`src/rtl/alu_issue_pkg.sv`:
```
// Shared constants for the ALU operand-issue stage: op codes, field positions, widths.
package alu_issue_pkg;

  localparam int DATA_W = 16;
  localparam int IMM_W  = 6;

  localparam logic [3:0] OP_ADD  = 4'b0000;
  localparam logic [3:0] OP_ADDI = 4'b0001;
  localparam logic [3:0] OP_XOR  = 4'b0100;
  localparam logic [3:0] OP_OR   = 4'b0110;
  localparam logic [3:0] OP_AND  = 4'b0111;
  localparam logic [3:0] OP_EQ   = 4'b1000;
  localparam logic [3:0] OP_NE   = 4'b1001;
  localparam logic [3:0] OP_SUB  = 4'b1010;
  localparam logic [3:0] OP_LT   = 4'b1100;
  localparam logic [3:0] OP_GE   = 4'b1101;
  localparam logic [3:0] OP_LTU  = 4'b1110;
  localparam logic [3:0] OP_GEU  = 4'b1111;

  // Instruction field positions; imm overlaps rs2 (only ADDI uses it).
  localparam int OP_MSB  = 15, OP_LSB  = 12;
  localparam int RD_MSB  = 11, RD_LSB  = 9;
  localparam int RS1_MSB = 8,  RS1_LSB = 6;
  localparam int RS2_MSB = 5,  RS2_LSB = 3;
  localparam int IMM_MSB = 5,  IMM_LSB = 0;

  // Ops 0010, 0011, 0101, 1011 have no ALU encoding and are dropped.
  function automatic logic op_legal(input logic [3:0] op);
    case (op)
      4'b0010, 4'b0011, 4'b0101, 4'b1011: op_legal = 1'b0;
      default:                            op_legal = 1'b1;
    endcase
  endfunction

endpackage

```
`src/rtl/alu_issue_regfile.sv`:
```
// 8-entry register file: R0 hardwired to zero, two read ports with write-through bypass.
module issue_regfile
  import alu_issue_pkg::*;
#(
  parameter int DATA_W = alu_issue_pkg::DATA_W
) (
  input  logic              clk,
  input  logic              rst,
  input  logic [2:0]        rs1_addr,
  input  logic [2:0]        rs2_addr,
  output logic [DATA_W-1:0] rs1_data,
  output logic [DATA_W-1:0] rs2_data,
  input  logic              wb_en,
  input  logic [2:0]        wb_addr,
  input  logic [DATA_W-1:0] wb_data
);

  logic [7:0][DATA_W-1:0] regs;

  // Write port; R0 writes are discarded so it stays zero.
  always_ff @(posedge clk) begin
    if (rst)                          regs <= '0;
    else if (wb_en && wb_addr != 3'd0) regs[wb_addr] <= wb_data;
  end

  // Read ports; a same-cycle write-back to a nonzero source forwards wb_data.
  always_comb begin
    rs1_data = regs[rs1_addr];
    rs2_data = regs[rs2_addr];
    if (rs1_addr == 3'd0)                 rs1_data = '0;
    else if (wb_en && wb_addr == rs1_addr) rs1_data = wb_data;
    if (rs2_addr == 3'd0)                 rs2_data = '0;
    else if (wb_en && wb_addr == rs2_addr) rs2_data = wb_data;
  end

endmodule

```
`src/rtl/alu_issue_stage.sv`:
```
// Operand-issue stage: decode, regfile read, pending-register hazard check, one output slot.
module alu_issue_stage
  import alu_issue_pkg::*;
#(
  parameter int DATA_W = alu_issue_pkg::DATA_W,
  parameter int IMM_W  = alu_issue_pkg::IMM_W
) (
  input  logic              clk,
  input  logic              rst,
  input  logic              in_valid,
  output logic              in_ready,
  input  logic [15:0]       in_instr,
  output logic [DATA_W-1:0] A,
  output logic [DATA_W-1:0] B,
  output logic [3:0]        ALU_Sel,
  output logic [2:0]        rd_out,
  output logic              out_valid,
  input  logic              out_ready,
  input  logic              wb_en,
  input  logic [2:0]        wb_addr,
  input  logic [DATA_W-1:0] wb_data,
  output logic              err_illegal
);

  logic [3:0]        op;
  logic [2:0]        rd, rs1, rs2;
  logic [IMM_W-1:0]  imm;
  logic              legal, rtype, hz, slot_free, issue, drop;
  logic [7:0]        pending, clr_mask, set_mask, pend_eff;
  logic [DATA_W-1:0] rs1_data, rs2_data, imm_ext;

  assign op  = in_instr[OP_MSB:OP_LSB];
  assign rd  = in_instr[RD_MSB:RD_LSB];
  assign rs1 = in_instr[RS1_MSB:RS1_LSB];
  assign rs2 = in_instr[RS2_MSB:RS2_LSB];
  assign imm = in_instr[IMM_LSB+IMM_W-1:IMM_LSB];
  assign imm_ext = {{(DATA_W-IMM_W){imm[IMM_W-1]}}, imm};

  assign legal = op_legal(op);
  assign rtype = legal && (op != OP_ADDI);

  issue_regfile #(.DATA_W(DATA_W)) u_rf (
    .clk      (clk),
    .rst      (rst),
    .rs1_addr (rs1),
    .rs2_addr (rs2),
    .rs1_data (rs1_data),
    .rs2_data (rs2_data),
    .wb_en    (wb_en),
    .wb_addr  (wb_addr),
    .wb_data  (wb_data)
  );

  // Hazard view: a register being written back this cycle is already free.
  always_comb begin
    clr_mask  = wb_en ? (8'b1 << wb_addr) : 8'b0;
    pend_eff  = pending & ~clr_mask;
    hz        = pend_eff[rs1] | (rtype & pend_eff[rs2]) | pend_eff[rd];
    slot_free = !out_valid || out_ready;
    in_ready  = legal ? (slot_free && !hz) : 1'b1;
    issue     = in_valid && in_ready && legal;
    drop      = in_valid && !legal;
    set_mask  = (issue && rd != 3'd0) ? (8'b1 << rd) : 8'b0;
  end

  // Scoreboard: set on issue beats clear on write-back; R0 never pending.
  always_ff @(posedge clk) begin
    if (rst) pending <= '0;
    else     pending <= (pend_eff | set_mask) & 8'hFE;
  end

  // Output slot: load on issue, hold under backpressure, empty when consumed.
  always_ff @(posedge clk) begin
    if (rst) begin
      out_valid <= 1'b0;
      A         <= '0;
      B         <= '0;
      ALU_Sel   <= OP_ADD;
      rd_out    <= '0;
    end else if (issue) begin
      out_valid <= 1'b1;
      A         <= rs1_data;
      B         <= rtype ? rs2_data : imm_ext;
      ALU_Sel   <= rtype ? op : OP_ADD;
      rd_out    <= rd;
    end else if (out_ready) begin
      out_valid <= 1'b0;
    end
  end

  // One-cycle pulse for each dropped illegal instruction.
  always_ff @(posedge clk) begin
    if (rst) err_illegal <= 1'b0;
    else     err_illegal <= drop;
  end

endmodule

```
`config.mk`:
```
export PLATFORM = sky130hd
export DESIGN_NAME = alu_issue_stage
export DESIGN_NICKNAME = d
export VERILOG_FILES = /design/src/rtl/alu_issue_pkg.sv /design/src/rtl/alu_issue_regfile.sv /design/src/rtl/alu_issue_stage.sv
export SDC_FILE = /design/constraint.sdc
export NUM_CORES = 1
export LEC_CHECK = 0
export CORE_MARGIN = 2
export CORE_UTILIZATION = 55
export DETAILED_ROUTE_END_ITERATION = 8
export GPL_TIMING_DRIVEN = 0
export PLACE_DENSITY = 0.88
export SETUP_SLACK_MARGIN = 0.3
export SYNTH_ARGS = -nofsm -noshare
export SYNTH_HDL_FRONTEND = slang
export SYNTH_HIERARCHICAL = 1
export SYNTH_SLANG_ARGS = --single-unit
```
`constraint.sdc`:
```
create_clock -name clk -period 7.45 [get_ports clk]
set_clock_uncertainty 0.1 [all_clocks]
set_input_delay 1.49 -clock clk [delete_from_list [all_inputs] [get_ports clk]]
set_output_delay 1.49 -clock clk [all_outputs]
set_load 0.02 [all_outputs]
```
[Word-level counts from Yosys, hierarchy flattened]
Cells that the tools add are included.
Storage, ports and cells
  register bits after elaboration: 177
  output and inout port bits: 42
  input bits: 40
  word-level logic and storage cells: 80
Cells by class
  reduce and logical (&&, ||, !) cells: 19
  bitwise gates (word level): 6
  mux-type cells: 25
  magnitude comparators: 5
  equal/unequal tests: 7
  shift-type cells: 2
Operators by type and width (count)
  $bwmux W128: 1
  $mux W16: 8
  $bmux W16 S3: 2
  $demux W16 S3: 1
  $lt A3 B4 Y1 const B: 4
  $mux W8: 2
  $shl A1 B3 Y8 const A: 2
  $logic_and A1 B1 Y1: 10
  $bmux W1 S3: 3
  $and A8 B8 Y8: 1
  $eq A4 B2 Y1 const B: 2
  $not A8 Y8: 1
  $or A8 B8 Y8: 1
  $mux W1: 7
  $eq A3 B3 Y1: 2
  $logic_not A3 Y1: 2
  $reduce_bool A3 Y1: 2
  $eq A4 B3 Y1 const B: 1
  $eq A4 B4 Y1 const B: 1
  $mux W4: 1
  $ne A4 B1 Y1 const B: 1
  $reduce_or A4 Y1: 1
  $ge A3 B1 Y1 const B: 1
  $logic_not A1 Y1: 2
  other kinds (4): 5

[Logic depth before layout (Yosys ltp)]
Gate-level depths: netlist of the first run.
  depth after elaboration: 17
  depth in mapped cells: 9
  depth with buffers taken out: 6

[Hierarchy]
The synthesis of the first run kept the hierarchy.
Modules (own cells, without submodules)
  issue_regfile: times used 1, cells an instance 821, area each 6969.2 um^2
  alu_issue_stage: times used 1, cells an instance 275, area each 2489.9 um^2

[Worst setup path after synthesis of the first run]
OpenSTA, ideal clock, no wires.
  path kind: input to output
  from: in in_instr[15]
  to: out in_ready
  slack: 2661 ps
  arrival time: 3199 ps
  cell stages on the path: 8
  required time: 5860 ps
  cell sequence: nor3b_1 a21o_1 buf_4 o32a_1 nand4bb_1 buf_2 clkbuf_1 o21ai_0
Between the ends
  longest elaborated chain between the ends: 10
  elaborated cells between the ends (all ways): 14
RTL lines
  from (decl): RTL line alu_issue_stage.sv:12  | input logic [15:0] in_instr,
  $eq A4 B2 Y1, or another cell as far along: RTL line alu_issue_pkg.sv:29  | case (op)
  $reduce_or A4 Y1: RTL line alu_issue_pkg.sv:29
  $mux W1: RTL line alu_issue_pkg.sv:29
  $logic_and A1 B1 Y1: RTL line alu_issue_stage.sv:40  | assign rtype = legal && (op != OP_ADDI);
  $and A1 B1 Y1: RTL line alu_issue_stage.sv:58  | hz = pend_eff[rs1] | (rtype & pend_eff[rs2]) | pend_eff[rd];
  $or A1 B1 Y1 (2 in series): RTL line alu_issue_stage.sv:58
  $logic_not A1 Y1: RTL line alu_issue_stage.sv:60  | in_ready = legal ? (slot_free && !hz) : 1'b1;
  $logic_and A1 B1 Y1: RTL line alu_issue_stage.sv:60
  $mux W1 *: RTL line alu_issue_stage.sv:60
  to (decl): RTL line alu_issue_stage.sv:11  | output logic in_ready,
Every way passes the cells marked *; elsewhere a longest branch is shown, timed or not.

[Worst setup path after layout of the first run]
  from: in wb_addr[0]
  to: out in_ready
Between the ends
  longest elaborated chain between the ends: 12
  elaborated cells between the ends (all ways): 16
RTL lines
  from (decl): RTL line alu_issue_stage.sv:20  | input logic [2:0] wb_addr,
  $shl A1 B3 Y8 *: RTL line alu_issue_stage.sv:56  | clr_mask = wb_en ? (8'b1 << wb_addr) : 8'b0;
  $mux W8 *: RTL line alu_issue_stage.sv:56
  $not A8 Y8 *: RTL line alu_issue_stage.sv:57  | pend_eff = pending & ~clr_mask;
  $and A8 B8 Y8 *: RTL line alu_issue_stage.sv:57
  $bmux W1 S3: RTL line alu_issue_stage.sv:58
  $mux W1 (not written as such): RTL line alu_issue_stage.sv:58
  $and A1 B1 Y1: RTL line alu_issue_stage.sv:58
  $or A1 B1 Y1: RTL line alu_issue_stage.sv:58
  $or A1 B1 Y1 *: RTL line alu_issue_stage.sv:58
  $logic_not A1 Y1 *: RTL line alu_issue_stage.sv:60
  $logic_and A1 B1 Y1 *: RTL line alu_issue_stage.sv:60
  $mux W1 *: RTL line alu_issue_stage.sv:60
Every way passes the cells marked *; elsewhere a longest branch is shown, timed or not. The select of a mux whose other input is x is not followed.

==> impl_metrics.tcl, run 1 <==
set metrics [dict create \
    status "complete, no violations" \
    p_leak_nw 3.75 \
    critical_path_class "primary input to output port" \
    synth_top_area_share 0.372 \
    holdBufCountCts 0 \
    power.share.clock 0.414 \
    rsz0062_at_grt "false" \
    cts_resized 0 \
    clkTransAtPathRegs_ns 0.06 \
    fillCellCount 1366 \
    synth_compound_area_frac 0.183 \
    io_pins 82 \
    cts_tree "built" \
    vias 9079 \
    avgSynthCellArea_um2 8.63 \
    r2r-end "pending[3]$_SDFF_PP0_" \
    h-tree-depth 4 \
    die_x_um 135 \
    drive_gt1_frac 0.123 \
    ir_drop_uv 174 \
    min_path_type "flip-flop to flip-flop" \
    fp-row-count 47 \
    synth_area_leader_cell "dfxtp_1" \
    yosys_warnings 6 \
    track_usage 0.320 \
    grt-ovfl-total 0 \
    clock_path_buffers 2 \
    grt_max_degree 17 \
    diodes 0 \
    clkLatencyLatePin_ns 0.44 \
    powerDensity_nw_per_um2 207 \
    p_sw_frac 0.277 \
    netlist_area_um2 9460 \
    synthCells 1096 \
    final_nets 1218 \
    start_kind "primary input" \
    reg2reg_from "pending[6]$_SDFF_PP0_" \
    critical_path.startpoint "wb_addr[0]" \
    place_area_um2 10400 \
    synth-xor-area-share 0.00556 \
    post_cts_buffers 0 \
    port_buffers 63 \
    drtIter0Drc 1116 \
    crit_path_end_kind "output port" \
    area_delta_synth_final_pct 16.1 \
    hp-start "A[3]$_SDFFE_PP0P_" \
    design_area_um2 11000 \
    final_antenna_net_count 0 \
    fin_setup_tns_ns 0 \
    ys_seq_area_frac 0.372 \
    dp_hpwl_mm 21.2 \
    critPathCapture "in_ready" \
    synthMuxAreaShare 0.165 \
    cts.sinks 176 \
    dr.pass1.iters 6 \
    synth_top_family_by_area "simple AND/OR/NAND/NOR gates" \
    p_comb_frac 0.151 \
    drc 0 \
    core-area_um2 16700 \
    grt_pass1_wl_mm 45.8 \
    fin_crit_sh 0.801 \
    synthDistinctLibCells 54 \
    ff2ff_setup_slack_ns 5.05 \
    ys_seq_elements 176 \
    dieArea_um2 18300 \
    final.min_clock_period_ns 5.97 \
    reg2reg_depth 6 \
    yosys.area_share.simple 0.206 \
    antenna_found_initial 0 \
    cts_buffers 17 \
    p_switching_uw 632 \
    die_h_um 135 \
    postRouteWirelength_mm 29.0 \
    routedWlPerCell_um 20.6 \
    hold_viol 0 \
    slew_violations 0 \
    seq_power_share 0.435 \
    power_mw 2.28 \
    slew_headroom 0.531 \
    intPower_mw 1.65 \
    synth_fa_ha_area_frac 0 \
    gp_congestion 0.967 \
    worstPathMaxFanout 10 \
    max_freq_mhz 167 \
    setup_violations 0 \
    drv_cap 0 \
    cts_root_buffer "clkbuf_16" \
    vias_per_cell 6.44 \
    worstMarginPinSlew_ns 0.701 \
    syn_nets 1136 \
    start_util 0.566 \
    yosys-top-cells-area "dfxtp_1, nand2_1, mux2i_1, mux4_2, a21oi_1" \
    grt_pass1_vias 8654 \
    critPathRequiredTime_ns 5.86 \
    cp.arrival_ns 4.38 \
]
==> cell usage in the layout (no fill, tap or decap), types with 5 or more instances in the layout <==
cell type,n
a211oi_1,40
a211oi_2,6
a21oi_1,138
a31oi_1,17
buf_2,31
buf_4,9
buf_6,15
clkbuf_1,55
clkbuf_16,17
clkdlybuf4s50_1,63
dfxtp_1,176
mux2i_1,79
mux4_2,34
nand2_1,239
nand2b_1,12
nand3_1,5
nand4_1,27
nand4b_1,10
nor2_1,34
nor2_2,5
nor2b_1,24
nor3_1,25
nor3_2,6
o22ai_1,33
o31ai_1,22
o32ai_1,5
xnor2_1,6
==> layout make-up <==
| type | instances | area, um^2 | share of cell area |
|---|---|---|---|
| well taps | 220 | 275 | 0.0251 |
| clock inverters | 13 | 176 | 0.0161 |
| multi-input cells | 805 | 5280 | 0.481 |
| repair buffers | 63 | 631 | 0.0574 |
| plain buffers | 114 | 652 | 0.0594 |
| clock buffers | 18 | 439 | 0.0400 |
| flip-flops and latches | 176 | 3520 | 0.321 |
| inverters | 1 | 3.75 | 0.000342 |
==> flip-flops by register name (all words and copies together) (netlist names) <==
register	count
rd_out	3
pending	7
A	16
out_valid	1
u_rf/regs	128
err_illegal	1
ALU_Sel	4
B	16
==> power groups by stage <==
stage	registers (mW)	logic (mW)	clock network (mW)
2_1_floorplan	1.02	0.204	0
3_3_place_gp	1.01	0.326	0
3_5_place_dp	1.01	0.333	0
4_1_cts	0.990	0.336	0.947
5_1_grt	0.993	0.365	0.986
6_report	0.991	0.344	0.944
==> kinds of logic after synthesis <==
kind of cell	Yosys count
and+or+nand+nor	409
AOI/OAI and AO/OA	277
DFF	176
buffers and inverters	115
muxes	113
xor gates and xnor gates	6
==> cell usage after synthesis (all sizes together) <==
| cell | instances |
|---|---|
| a21oi | 138 |
| a21boi | 1 |
| nand3 | 6 |
| or3 | 3 |
| o31ai | 22 |
| and2 | 1 |
| buf | 59 |
| or3b | 1 |
| a32oi | 3 |
| o21ai | 2 |
| or2 | 3 |
| and4 | 2 |
| nand4b | 10 |
| o211ai | 1 |
| xnor2 | 6 |
| o32ai | 5 |
| dfxtp | 176 |
| a311oi | 1 |
| a211oi | 46 |
| nor2 | 39 |
| and4bb | 1 |
| inv | 1 |
| nand4bb | 4 |
| a21o | 1 |
| nor3b | 3 |
| nand2 | 239 |
| a22oi | 1 |
| nand2b | 12 |
| nand4 | 28 |
| nor2b | 24 |
| mux2i | 79 |
| clkbuf | 55 |
| a2bb2oi | 1 |
| o32a | 1 |
| mux4 | 34 |
| o22ai | 34 |
| a2111oi | 1 |
| a31oi | 17 |
| a2111o | 2 |
| nand3b | 1 |
| nor3 | 32 |
==> how the worst min path moves through the flow <==
stage / end / slack [ns] / cells after the start
floorplan: u_rf/regs[54]$_SDFFE_PP0P_ / 0.34 / 2
global placement: u_rf/regs[22]$_SDFFE_PP0P_ / 0.35 / 2
detailed placement: u_rf/regs[92]$_SDFFE_PP0P_ / 0.36 / 2
CTS: A[3]$_SDFFE_PP0P_ / 0.37 / 2
global route: A[14]$_SDFFE_PP0P_ / 0.38 / 2
finish: A[3]$_SDFFE_PP0P_ / 0.37 / 2
==> per-layer routing <==
metal / global-route usage / up-vias / wire [um]
met5: 0 / - / 0
met4: 0.128 / 0 / 937
met3: 0.0685 / 78 / 3220
met2: 0.514 / 604 / 13300
met1: 0.422 / 4265 / 11600
li1: - / 4132 / -
==> stage by stage <==
step                instances  utilization  hold WS, ns  setup slack, ns
CTS                      1410        0.657        0.369             1.48
floorplan                1096            -        0.343             2.66
global placement         1379        0.621        0.350             1.54
global route             1410        0.657        0.383             1.25
detailed placement       1379        0.621        0.360             1.49
finish                   1410        0.657        0.370             1.48
==> worst max-delay path, cell delays in order <==
cell and delay, ns:
clkdlybuf4s50_1 0.63, nand4bb_1 0.27, nand4b_1 0.16, a311oi_1 0.38
nand4bb_1 0.19, buf_2 0.19, clkbuf_1 0.37, o21ai_0 0.13
clkdlybuf4s50_1 0.56
(Power assumes the default switching activity.)
==> inputs of run 2 (changes only) <==
--- a/config.mk
+++ b/config.mk
@@ -6,10 +6,10 @@
 export NUM_CORES = 1
 export LEC_CHECK = 0
 export CORE_MARGIN = 2
-export CORE_UTILIZATION = 55
+export CORE_UTILIZATION = 53
 export DETAILED_ROUTE_END_ITERATION = 8
 export GPL_TIMING_DRIVEN = 0
-export PLACE_DENSITY = 0.88
+export PLACE_DENSITY = 0.89
 export SETUP_SLACK_MARGIN = 0.3
 export SYNTH_ARGS = -nofsm -noshare
 export SYNTH_HDL_FRONTEND = slang
==> constraint.sdc (replaced) <==
create_clock -name clk -period 5.4 [get_ports clk]
set_clock_uncertainty 0.1 [all_clocks]
set_input_delay 1.08 -clock clk [delete_from_list [all_inputs] [get_ports clk]]
set_output_delay 1.08 -clock clk [all_outputs]
set_load 0.02 [all_outputs]
==> run 2 against run 1 <==
  * Clock-buffer cell count is 1 higher
  * Global-route usage is 1.1 points lower
  * Non-clock buffer count is 1 higher
  * Sequential share of layout area is 0.12 points higher
  * Sequential power is 38% higher
  * Final cell count is 0.43% higher
  * Combinational power is 37% higher
  * Core utilization is 2.7 points lower
  * Critical path depth is 1 lower
  * Largest power group unchanged
==> impl_metrics.tcl, run 2 (synthesized netlist as in run 1, its figures left out) <==
set metrics [dict create \
    hold-path-cell-count 2 \
    dieArea_um2 18900 \
    seq_power_share 0.462 \
    diodes 0 \
    fin_setup_tns_ns 0 \
    h-tree-depth 4 \
    slew_violations 0 \
    cts.sinks 176 \
    reg2reg_depth 6 \
    worstPathMaxFanout 10 \
    slew_headroom 0.524 \
    gp_congestion 1.01 \
    drtIter0Drc 962 \
    grt_max_degree 17 \
    holdWs_ns 0.369 \
    final_antenna_net_count 0 \
    ir_drop_uv 256 \
    reg_top3 "u_rf/regs x128, A x16, B x16" \
    clkLatencyLatePin_ns 0.44 \
    clock_path_buffers 2 \
    grt_pass1_wl_mm 44.7 \
    die_x_um 138 \
    top_register "u_rf/regs" \
    p_leak_nw 3.75 \
    p_sw_frac 0.287 \
    max_freq_mhz 218 \
    power.share.clock 0.378 \
    fin_crit_sh 0.850 \
    cp.depth 8 \
    crit_buf_inv 3 \
    drv_cap 0 \
    critical_path_class "primary input to output port" \
    crit_path_end_kind "output port" \
    cts_tree "built" \
    final_common_cell "nand2_1" \
    dp.cells 1384 \
    start_util 0.545 \
    fp-row-count 48 \
    place_area_um2 10400 \
    largest_reg_flops 128 \
    design_area_um2 10900 \
    intPower_mw 2.11 \
    min_path_type "flip-flop to flip-flop" \
    cp.arrival_ns 3.41 \
    cpMaxStageDelayCell "clkdlybuf4s50_1" \
    crit_chain "clkdlybuf4s50_1 -> nand4b_1 -> nand4b_1 -> a21boi_1 -> a2111o_1 -> clkbuf_2 -> o21ai_0 -> dlymetal6s2s_1" \
    powerDensity_nw_per_um2 270 \
    routedWlPerCell_um 20.3 \
    dp_hpwl_mm 21.2 \
    vias 9126 \
    holdBufCountCts 0 \
    vias_per_cell 6.44 \
    power_mw 2.96 \
    core-area_um2 17400 \
    start_kind "primary input" \
    post-place-ws_ns 0.253 \
    status "complete, no violations" \
    track_usage 0.309 \
    final_cell_mix "nand2_1, dfxtp_1, a21oi_1" \
    area_delta_synth_final_pct 15.6 \
    drc 0 \
    drive_gt1_frac 0.126 \
    cpPeakStageDelay_ns 0.52 \
    grt-ovfl-total 0 \
    finalCoreUtilization 0.630 \
    hold_viol 0 \
    die_h_um 138 \
    setup_slack_ns 0.808 \
    cts_buffers 17 \
    cp_common_cell "nand4b_1" \
    worstMarginPinSlew_ns 0.712 \
    antenna_found_initial 0 \
    rsz0062_at_grt "false" \
    path_delay_family "buffers and inverters" \
    dr.pass1.iters 8 \
    critPathRequiredTime_ns 4.22 \
    setup_violations 0 \
    final_nets 1219 \
    final.min_clock_period_ns 4.59 \
    cts_root_buffer "clkbuf_16" \
    p_comb_frac 0.160 \
    clkTransAtPathRegs_ns 0.06 \
    postRouteWirelength_mm 28.8 \
    io_pins 82 \
    p_switching_uw 847 \
    final_cells 1416 \
    grt_pass1_vias 8487 \
    port_buffers 63 \
]
-- run 2: power by group through the flow --
stage	sequential, mW	clock, mW	combinational [mW]
after global placement	1.39	0	0.447
after CTS	1.37	1.12	0.462
after detailed placement	1.40	0	0.457
final	1.37	1.12	0.473
after global routing	1.37	1.17	0.505
after floorplan	1.41	0	0.282
-- run 2: area by class of cell --
class	instances	area, um^2
Fill cell	1442	6420
Multi-Input combinational cell	805	5310
Sequential cell	176	3520
Buffer	114	654
Timing Repair Buffer	64	648
Clock buffer	19	433
Tap cell	225	282
Clock inverter	12	87.6
Inverter	1	3.75
-- run 2: timing repair --
action                                  CTS  global route
gates cloned                              0             0
resized for setup                         1             9
pin swaps                                 0             0
endpoints found under the setup margin    1             1
buffers inserted                          0             1
-- run 2: path summary, 6_finish.rpt --
check | end | from | slack, ns
worst min-delay path | A[5]$_SDFFE_PP0P_ | A[5]$_SDFFE_PP0P_ | 0.37
worst max-delay path | in_ready | wb_addr[2] | 0.81
worst max register to register | pending[3]$_SDFF_PP0_ | pending[7]$_SDFF_PP0_ | 3.06
worst min register to register | A[5]$_SDFFE_PP0P_ | A[5]$_SDFFE_PP0P_ | 0.37
-- run 2: tightest hold or removal path, delay by kind of cell, from the launching register on --
family          cells  cell delay, ns
flops               1            0.31
compound gates      2            0.12
-- run 2: metal layers --
| metal | vias to the layer above | routed length, um | track usage |
|---|---|---|---|
| met5 | - | 0 | 0 |
| met4 | 0 | 1180 | 0.135 |
| met3 | 120 | 3080 | 0.0721 |
| met2 | 610 | 13300 | 0.508 |
| met1 | 4259 | 11300 | 0.389 |
| li1 | 4137 | - | - |
